[src/rtl/ram_pkg.sv]
// ram_pkg -- shared definitions for the memory blocks of this slice.
//
// Holds the project-wide data word width so that every block sizing its
// data path from it stays in step. Nothing block-local (array types,
// state encodings) belongs here; each block keeps its storage private.
package ram_pkg;

    // Project-wide data word width in bits.
    localparam int DATA_WIDTH = 8;

endpackage : ram_pkg

[src/rtl/ram.sv]
// ram -- single-port register-file RAM, clocked write, combinational read.
//
// Parameters
//   ADR_W   address width; depth is 2**ADR_W words
//   DATA_W  word width, defaults to the project-wide DATA_WIDTH
//
// Ports
//   clk    in   1       clock; all state changes on the rising edge
//   rst_n  in   1       synchronous active-low reset; clears every word
//   we     in   1       write enable, active-high
//   adr    in   ADR_W   word address, shared by read and write
//   din    in   DATA_W  write data
//   dout   out  DATA_W  read data, always mem[adr] with no latency
//
// The read is a plain continuous assignment, so dout follows adr within the
// same timestep and shows freshly written data right after the write edge.
// Because the read is asynchronous this maps to distributed/LUT storage or
// flops rather than a block RAM.
module ram
    import ram_pkg::*;
#(
    parameter int ADR_W  = 4,
    parameter int DATA_W = DATA_WIDTH
) (
    input  logic              clk,
    input  logic              rst_n,
    input  logic              we,
    input  logic [ADR_W-1:0]  adr,
    input  logic [DATA_W-1:0] din,
    output logic [DATA_W-1:0] dout
);

    localparam int DEPTH = 1 << ADR_W;

    logic [DATA_W-1:0] mem_reg [DEPTH];

    // Reset wins over a write in the same cycle. An X/Z on rst_n makes the
    // reset condition non-true, so the else branch runs and writes proceed
    // as if reset were deasserted.
    always_ff @(posedge clk) begin
        if (!rst_n) begin
            for (int i = 0; i < DEPTH; i++) begin
                mem_reg[i] <= '0;
            end
        end else if (we) begin
            mem_reg[adr] <= din;
        end
    end

    assign dout = mem_reg[adr];

endmodule : ram

[config.mk]
export PLATFORM = sky130hd
export DESIGN_NAME = ram
export DESIGN_NICKNAME = d
export VERILOG_FILES = /design/src/rtl/ram_pkg.sv /design/src/rtl/ram.sv
export SDC_FILE = /design/constraint.sdc
export NUM_CORES = 1
export LEC_CHECK = 0
export ABC_AREA = 1
export BUFFER_PORTS_ARGS = -buffer_cell sky130_fd_sc_hd__buf_4
export CAP_MARGIN = 20
export CORE_MARGIN = 1.5
export CORE_UTILIZATION = 29
export CTS_BUF_LIST = sky130_fd_sc_hd__clkbuf_8
export DETAILED_ROUTE_END_ITERATION = 6
export GPL_TIMING_DRIVEN = 0
export PLACE_DENSITY = 0.49
export RECOVER_POWER = 100
export SLEW_MARGIN = 20
export SYNTH_ARGS = -nofsm -noshare
export SYNTH_HDL_FRONTEND = slang
export SYNTH_SLANG_ARGS = --single-unit
[constraint.sdc]
create_clock -name clk -period 3.7 [get_ports clk]
set_input_delay 0.74 -clock clk [delete_from_list [all_inputs] [get_ports clk]]
set_output_delay 0.74 -clock clk [all_outputs]
set_load 0.005 [all_outputs]
=== After elaboration in Yosys (flattened, before gate mapping) ===
Memory sizes are Yosys's and may differ from the RTL's.
Index checks and enable logic that the tools add are counted.

* Add/sub/neg operators: 0
* Shift operators: 0
* Reductions and logical operators: 1
* Order comparisons: 0
* Bitwise logic cells: 0
* Mux-type cells: 7
* Div/mod/pow operators: 0
* Equality and inequality tests: 0
* Multiply operators: 0

{| class="wikitable"
|+ Operators with widths
! kind !! number
|-
| 2-to-1 mux 8 bit || 1
|-
| OR reduction 8 bit || 1
|-
| 2-to-1 mux 1 bit || 5
|-
| 2-to-1 mux 4 bit || 1
|}

* Register bits after elaboration: 0
* Output and inout bits: 8
* Memory bits (writable): 128
* ROM bits: 0
* Latch bits: 0
* Word-level logic and storage cells: 9
* Memories: 1

{| class="wikitable"
|+ Memories
! memory !! depth !! bits a word !! rd ports !! clocked after memory_dff !! write ports !! RTL line !! RTL
|-
| mem_reg || 16 || 8 || 1 || 0 || 16 || ram.sv:35 || <nowiki>logic [DATA_W-1:0] mem_reg [DEPTH];</nowiki>
|}

=== Longest topological paths before layout ===
Gate-level depths: netlist of run 1.

* Depth after elaboration: 5
* Depth in mapped cells: 11
* Gate-level depth less buffers: 9

=== Least setup slack after synthesis of run 1 ===
OpenSTA, ideal clock, no wires.

* Path kind: in2out
* Start: in adr[1]
* End: out dout[1]
* Setup slack: 1.363 ns
* Buffers on the path: 2
* Cell stages on the path: 9
* Arrival: 1.597 ns
* Cells stage by stage: buf_2 inv_2 clkbuf_1 nand2_1 nand2_1 nand2_1 nand2_1 inv_1 nand2_1

* Cells in the longest elaborated chain, start to end: 1

{| class="wikitable"
|+ Ends and longest elaborated chain
! element !! RTL line !! RTL
|-
| from (decl) || ram.sv:28 || <nowiki>input logic [ADR_W-1:0] adr,</nowiki>
|-
| memory (16 x 8 bit) || -- ||
|-
| to (decl) || ram.sv:30 || <nowiki>output logic [DATA_W-1:0] dout</nowiki>
|}

Every way passes these cells.

=== Worst setup path in the final report of run 1 ===
* Start: in adr[0]
* End: out dout[3]

The elaborated chain is that of the path after synthesis.

==> impl_metrics.json, run 1 <==
{
  "status": "complete, no violations",
  "place_ws_ns": 0.731,
  "antenna_found_initial": 0,
  "cts-htree-levels": 4,
  "dp_cells": 995,
  "cts_resized": 0,
  "stdcell_count": 1027,
  "routabilityCongestion": 0.813,
  "die_width_um": 148,
  "arrival_ns": 2.45,
  "clk_pin_slew_ns": 0.08,
  "fin_total_pwr_w": 0.00348,
  "layout_common_cells": "378 x nand2_1, 131 x nor2_1, 128 x edfxtp_1",
  "period_needed_ns": 3.19,
  "grt_max_degree": 17,
  "n_antenna_cell": 0,
  "gr-total-overflow": 0,
  "ys_seq_area_frac": 0.634,
  "drc": 0,
  "die-area_mm2": 0.0218,
  "leakagePower_nw": 3.13,
  "cap_violations": 0,
  "synth.area.top_cells": "edfxtp_1 63%, nand2_1 23%, nor2_1 8.1%",
  "layout_setup_ws_ns": 0.509,
  "synth_fp_nets": 720,
  "cp.required_ns": 2.96,
  "hold_violations": 0,
  "cpMaxStageDelayCell": "clkbuf_1",
  "fin_nets": 759,
  "drtPass1Iterations": 4,
  "drive_above_1_share": 0.0793,
  "io_buffers": 20,
  "fin_crit_sh": 0.862,
  "ys_ff_latch": 128,
  "grt_pass1_vias": 4527,
  "rsz0062_at_grt": "false",
  "cts_buffer_depth": 2,
  "cts_tree": "done",
  "gr-usage-all-layers": 0.169,
  "maxSlewHeadroom": 0.359,
  "slew_viol_final": 0,
  "start_util": 0.298,
  "root_buffer": "clkbuf_8",
  "postRouteAntennaNets": 0,
  "synth_cell_types": 10,
  "wl_mm": 17.3,
  "cpMostUsedCell": "nand2_1",
  "die_y_um": 148,
  "cts_sinks": 128,
  "post_cts_buffers": 0,
  "synth_area_mm2": 0.00606,
  "first_iter_violations": 352,
  "cts_hold_buf": 0,
  "fin_setup_tns_ns": 0,
  "worstHoldPathType": "input pin to register",
  "vdd_drop_max_v": 0.000208,
  "grt_pass1_wl_mm": 26.1,
  "cp_cell_sequence": "buf_4, inv_1, clkbuf_1, buf_2, nand2_1, nand2_1, nand2_1, nand2_1, nand2_1, nand2_1, inv_1, nand2_1, clkbuf_4",
  "fillers": 2156,
  "syn_area_per_cell_um2": 8.60,
  "core_mm2": 0.0204,
  "dpl.hpwl_mm": 11.9,
  "tightestPinTransition_ns": 0.962,
  "slowest_delay_ns": 0.38,
  "worst_setup_path_end_kind": "output pin",
  "avgRoutedWirePerCell_um": 16.9,
  "vias": 4547,
  "postSynthCellCount": 705,
  "power-per-cell-area_mw_per_mm2": 498,
  "cp_max_fo": 10,
  "std_cell_rows": 52,
  "io_pins": 23,
  "cts_buffers": 17,
  "synth_top_cell_by_area": "edfxtp_1",
  "yosys.area.top_type_share": 0.634,
  "via_per_inst": 4.43,
  "syn_to_final_growth_pct": 15.4,
  "worstSetupPathType": "input pin to output pin",
  "ys_warn_count": 0,
  "start_kind": "input pin",
  "largest_register_ffs": 128,
  "max_freq_ghz": 0.313,
  "setup_violations": 0,
  "final_common_cell": "nand2_1"
}
## path summary, 6_finish.rpt
path / startpoint / end / cells after the start
setup / recovery: adr[0] / dout[3] / 13
hold / removal: din[6] / mem_reg[9][6] / 3
## worst max-delay path: cells and delay by family
kind | cells | cell delay [ns]
buffers and inverters | 6 | 1.12
and+or+nand+nor | 7 | 0.58
## where the power goes
part | switching (W) | internal (W) | total (W)
combinational | 0.000235 | 0.0000871 | 0.000322
clock | 0.000544 | 0.000923 | 0.00147
sequential | 0.0000205 | 0.00168 | 0.00170
## metal layers
| layer | vias to the layer above | part of all wire | global-route usage |
|---|---|---|---|
| li1 | 2285 | - | - |
| met1 | 2168 | 0.47 | 0.223 |
| met2 | 77 | 0.47 | 0.271 |
| met3 | 17 | 0.045 | 0.0380 |
| met4 | 0 | 0.017 | 0.0620 |
| met5 | - | 0 | 0 |
## stage by stage
step	cell area (um2)	util	hold slack, ns
2_1_floorplan	6060	-	1.02
3_3_place_gp	6550	0.322	1.20
3_5_place_dp	6550	0.322	1.20
4_1_cts	7030	0.345	0.712
5_1_grt	7000	0.344	0.726
6_report	7000	0.344	0.738
## layout make-up
type                       instances  area [um2]  share of cell area
tap                              270         338              0.0483
timing repair buffer              20         150              0.0215
buffer                            35         146              0.0209
inverter                          29         109              0.0156
multi-input combinational        513        1930               0.276
sequential                       128        3840               0.549
clock buffer                      17         234              0.0334
clock inverter                    15         246              0.0352
## cells in the mapped netlist, drive strengths merged
| library cell | number |
|---|---|
| edfxtp | 128 |
| nand2 | 378 |
| nor3 | 4 |
| clkbuf | 16 |
| buf | 19 |
| inv | 29 |
| nor2 | 131 |
## cell families (layout without fill, tap and decap cells)
| logic type | after synthesis | after routing | synth area share |
|---|---|---|---|
| buf+inv | 64 | 116 | 0.0425 |
| flops | 128 | 128 | 0.634 |
| simple gates | 513 | 513 | 0.323 |
(Power assumes the default switching activity.)
==> inputs of run 2 (changes only) <==
--- a/config.mk
+++ b/config.mk
@@ -10,7 +10,6 @@
 export CAP_MARGIN = 20
 export CORE_MARGIN = 1.5
 export CORE_UTILIZATION = 29
-export CTS_BUF_LIST = sky130_fd_sc_hd__clkbuf_8
 export DETAILED_ROUTE_END_ITERATION = 6
 export GPL_TIMING_DRIVEN = 0
 export PLACE_DENSITY = 0.49
==> run 2 against run 1 <==
  * Non-clock buffer count unchanged
  * Maximum frequency up 0.30%
  * Final cell count unchanged
  * Sequential cell count unchanged
  * Global-route usage up 0.057 points
  * Sequential power about the same
  * Critical path depth unchanged
  * Worst setup slack better by 0.0095 ns
  * Via count up 1.2%
  * Core utilization up 0.94 points
  * Sequential share of layout area down 1.5 points
  * Die area unchanged
  * Largest cell class unchanged
==> impl_metrics.json, run 2 (synthesis gave the netlist of run 1 again) <==
{
  "via_per_inst": 4.48,
  "cp_max_fo": 10,
  "cts_buffer_depth": 2,
  "slew_viol_final": 0,
  "start_kind": "input pin",
  "period_needed_ns": 3.18,
  "worstHoldPathType": "input pin to register",
  "gr-total-overflow": 0,
  "core_mm2": 0.0204,
  "cap_violations": 0,
  "cts_hold_buf": 0,
  "start_util": 0.298,
  "power-per-cell-area_mw_per_mm2": 549,
  "std_cell_rows": 52,
  "io_pins": 23,
  "root_buffer": "clkbuf_16",
  "worst_setup_path_end_kind": "output pin",
  "largest_register_ffs": 128,
  "cts-htree-levels": 4,
  "grt_max_degree": 17,
  "hold_violations": 0,
  "cts_sinks": 128,
  "max_freq_ghz": 0.314,
  "dpl.hpwl_mm": 11.9,
  "worstSetupPathType": "input pin to output pin",
  "gr-usage-all-layers": 0.169,
  "fillers": 2128,
  "leakagePower_nw": 3.21,
  "fin_nets": 759,
  "drive_above_1_share": 0.0793,
  "setup_violations": 0,
  "cp.required_ns": 2.96,
  "clk_pin_slew_ns": 0.05,
  "maxSlewHeadroom": 0.373,
  "drc": 0,
  "status": "complete, no violations",
  "layout_common_cells": "378 x nand2_1, 131 x nor2_1, 128 x edfxtp_1",
  "cts_resized": 0,
  "fin_crit_sh": 0.860,
  "final_common_cell": "nand2_1",
  "tightestPinTransition_ns": 0.940,
  "vdd_drop_max_v": 0.000318,
  "n_antenna_cell": 0,
  "io_buffers": 20,
  "wl_mm": 17.5,
  "arrival_ns": 2.44,
  "fin_setup_tns_ns": 0,
  "final_util": 0.353,
  "die-area_mm2": 0.0218,
  "vias": 4600,
  "avgRoutedWirePerCell_um": 17.0,
  "busiest_layer": "met2",
  "routabilityCongestion": 0.813,
  "antenna_found_initial": 0,
  "crit_start": "adr[0]",
  "syn_to_final_growth_pct": 18.6,
  "rsz0062_at_grt": "false",
  "die_width_um": 148,
  "cts_buffers": 17,
  "cts_tree": "done",
  "grtUsageMet3": 0.0355,
  "grt_pass1_wl_mm": 26.3,
  "met2_usage": 0.270,
  "postRouteAntennaNets": 0,
  "post_cts_buffers": 0,
  "drtPass1Iterations": 5,
  "die_y_um": 148,
  "hold_start": "din[6]",
  "grt_pass1_vias": 4564,
  "first_iter_violations": 242,
  "grt_util_met1": 0.224
}
## run 2: changes by cell type in the layout (fill, tap and decap cells not counted)
cell,delta
inv_1,-1
clkbuf_1,+1
clkbuf_16,+17
clkbuf_8,-17
## run 2: worst max-delay path, cell delays in order
cell and delay (ns):
buf_4 0.12, inv_1 0.08, clkbuf_1 0.39, buf_2 0.35, nand2_1 0.08, nand2_1 0.06
nand2_1 0.07, nand2_1 0.11, nand2_1 0.05, nand2_1 0.10, inv_1 0.05, nand2_1 0.08
clkbuf_4 0.13
## run 2: layer usage
layer  vias up  routed length (um)
met1      2190                8150
met4         0                 439
li1       2285                   -
met5         -                   0
met3        28                 767
met2        97                8110
## run 2: per-stage QoR
stage | instance area, um2 | total power [W] | hold WS (ns) | cells | worst slack [ns]
finish | 7190 | 0.00395 | 0.774 | 1027 | 0.519
global placement | 6550 | 0.00205 | 1.20 | 995 | 0.714
CTS | 7220 | 0.00397 | 0.758 | 1027 | 0.730
global route | 7190 | 0.00406 | 0.776 | 1027 | 0.283
detailed placement | 6550 | 0.00205 | 1.20 | 995 | 0.731
floorplan | 6060 | 0.00191 | 1.02 | 705 | 1.36
## run 2: layout make-up
type,instances,area [um2],share of cell area
Buffer,35,146,0.0204
Clock buffer,18,429,0.0597
Clock inverter,14,243,0.0338
Inverter,29,109,0.0151
Multi-Input combinational cell,513,1930,0.269
Sequential cell,128,3840,0.535
Tap cell,270,338,0.0470
Timing Repair Buffer,20,150,0.0209
## run 2: final timing paths
path / end / slack (ns) / cells past startpoint
worst min-delay path: mem_reg[10][6] / 0.77 / 3
worst max-delay path: dout[4] / 0.52 / 13
## run 2: report_power, final
part	leakage, nW	total [W]	internal, W	switching [W]
combinational	1.66	0.000321	0.0000871	0.000234
sequential	1.22	0.00170	0.00168	0.0000206
clock	0.324	0.00193	0.00132	0.000609
total	3.21	0.00395	0.00308	0.000864
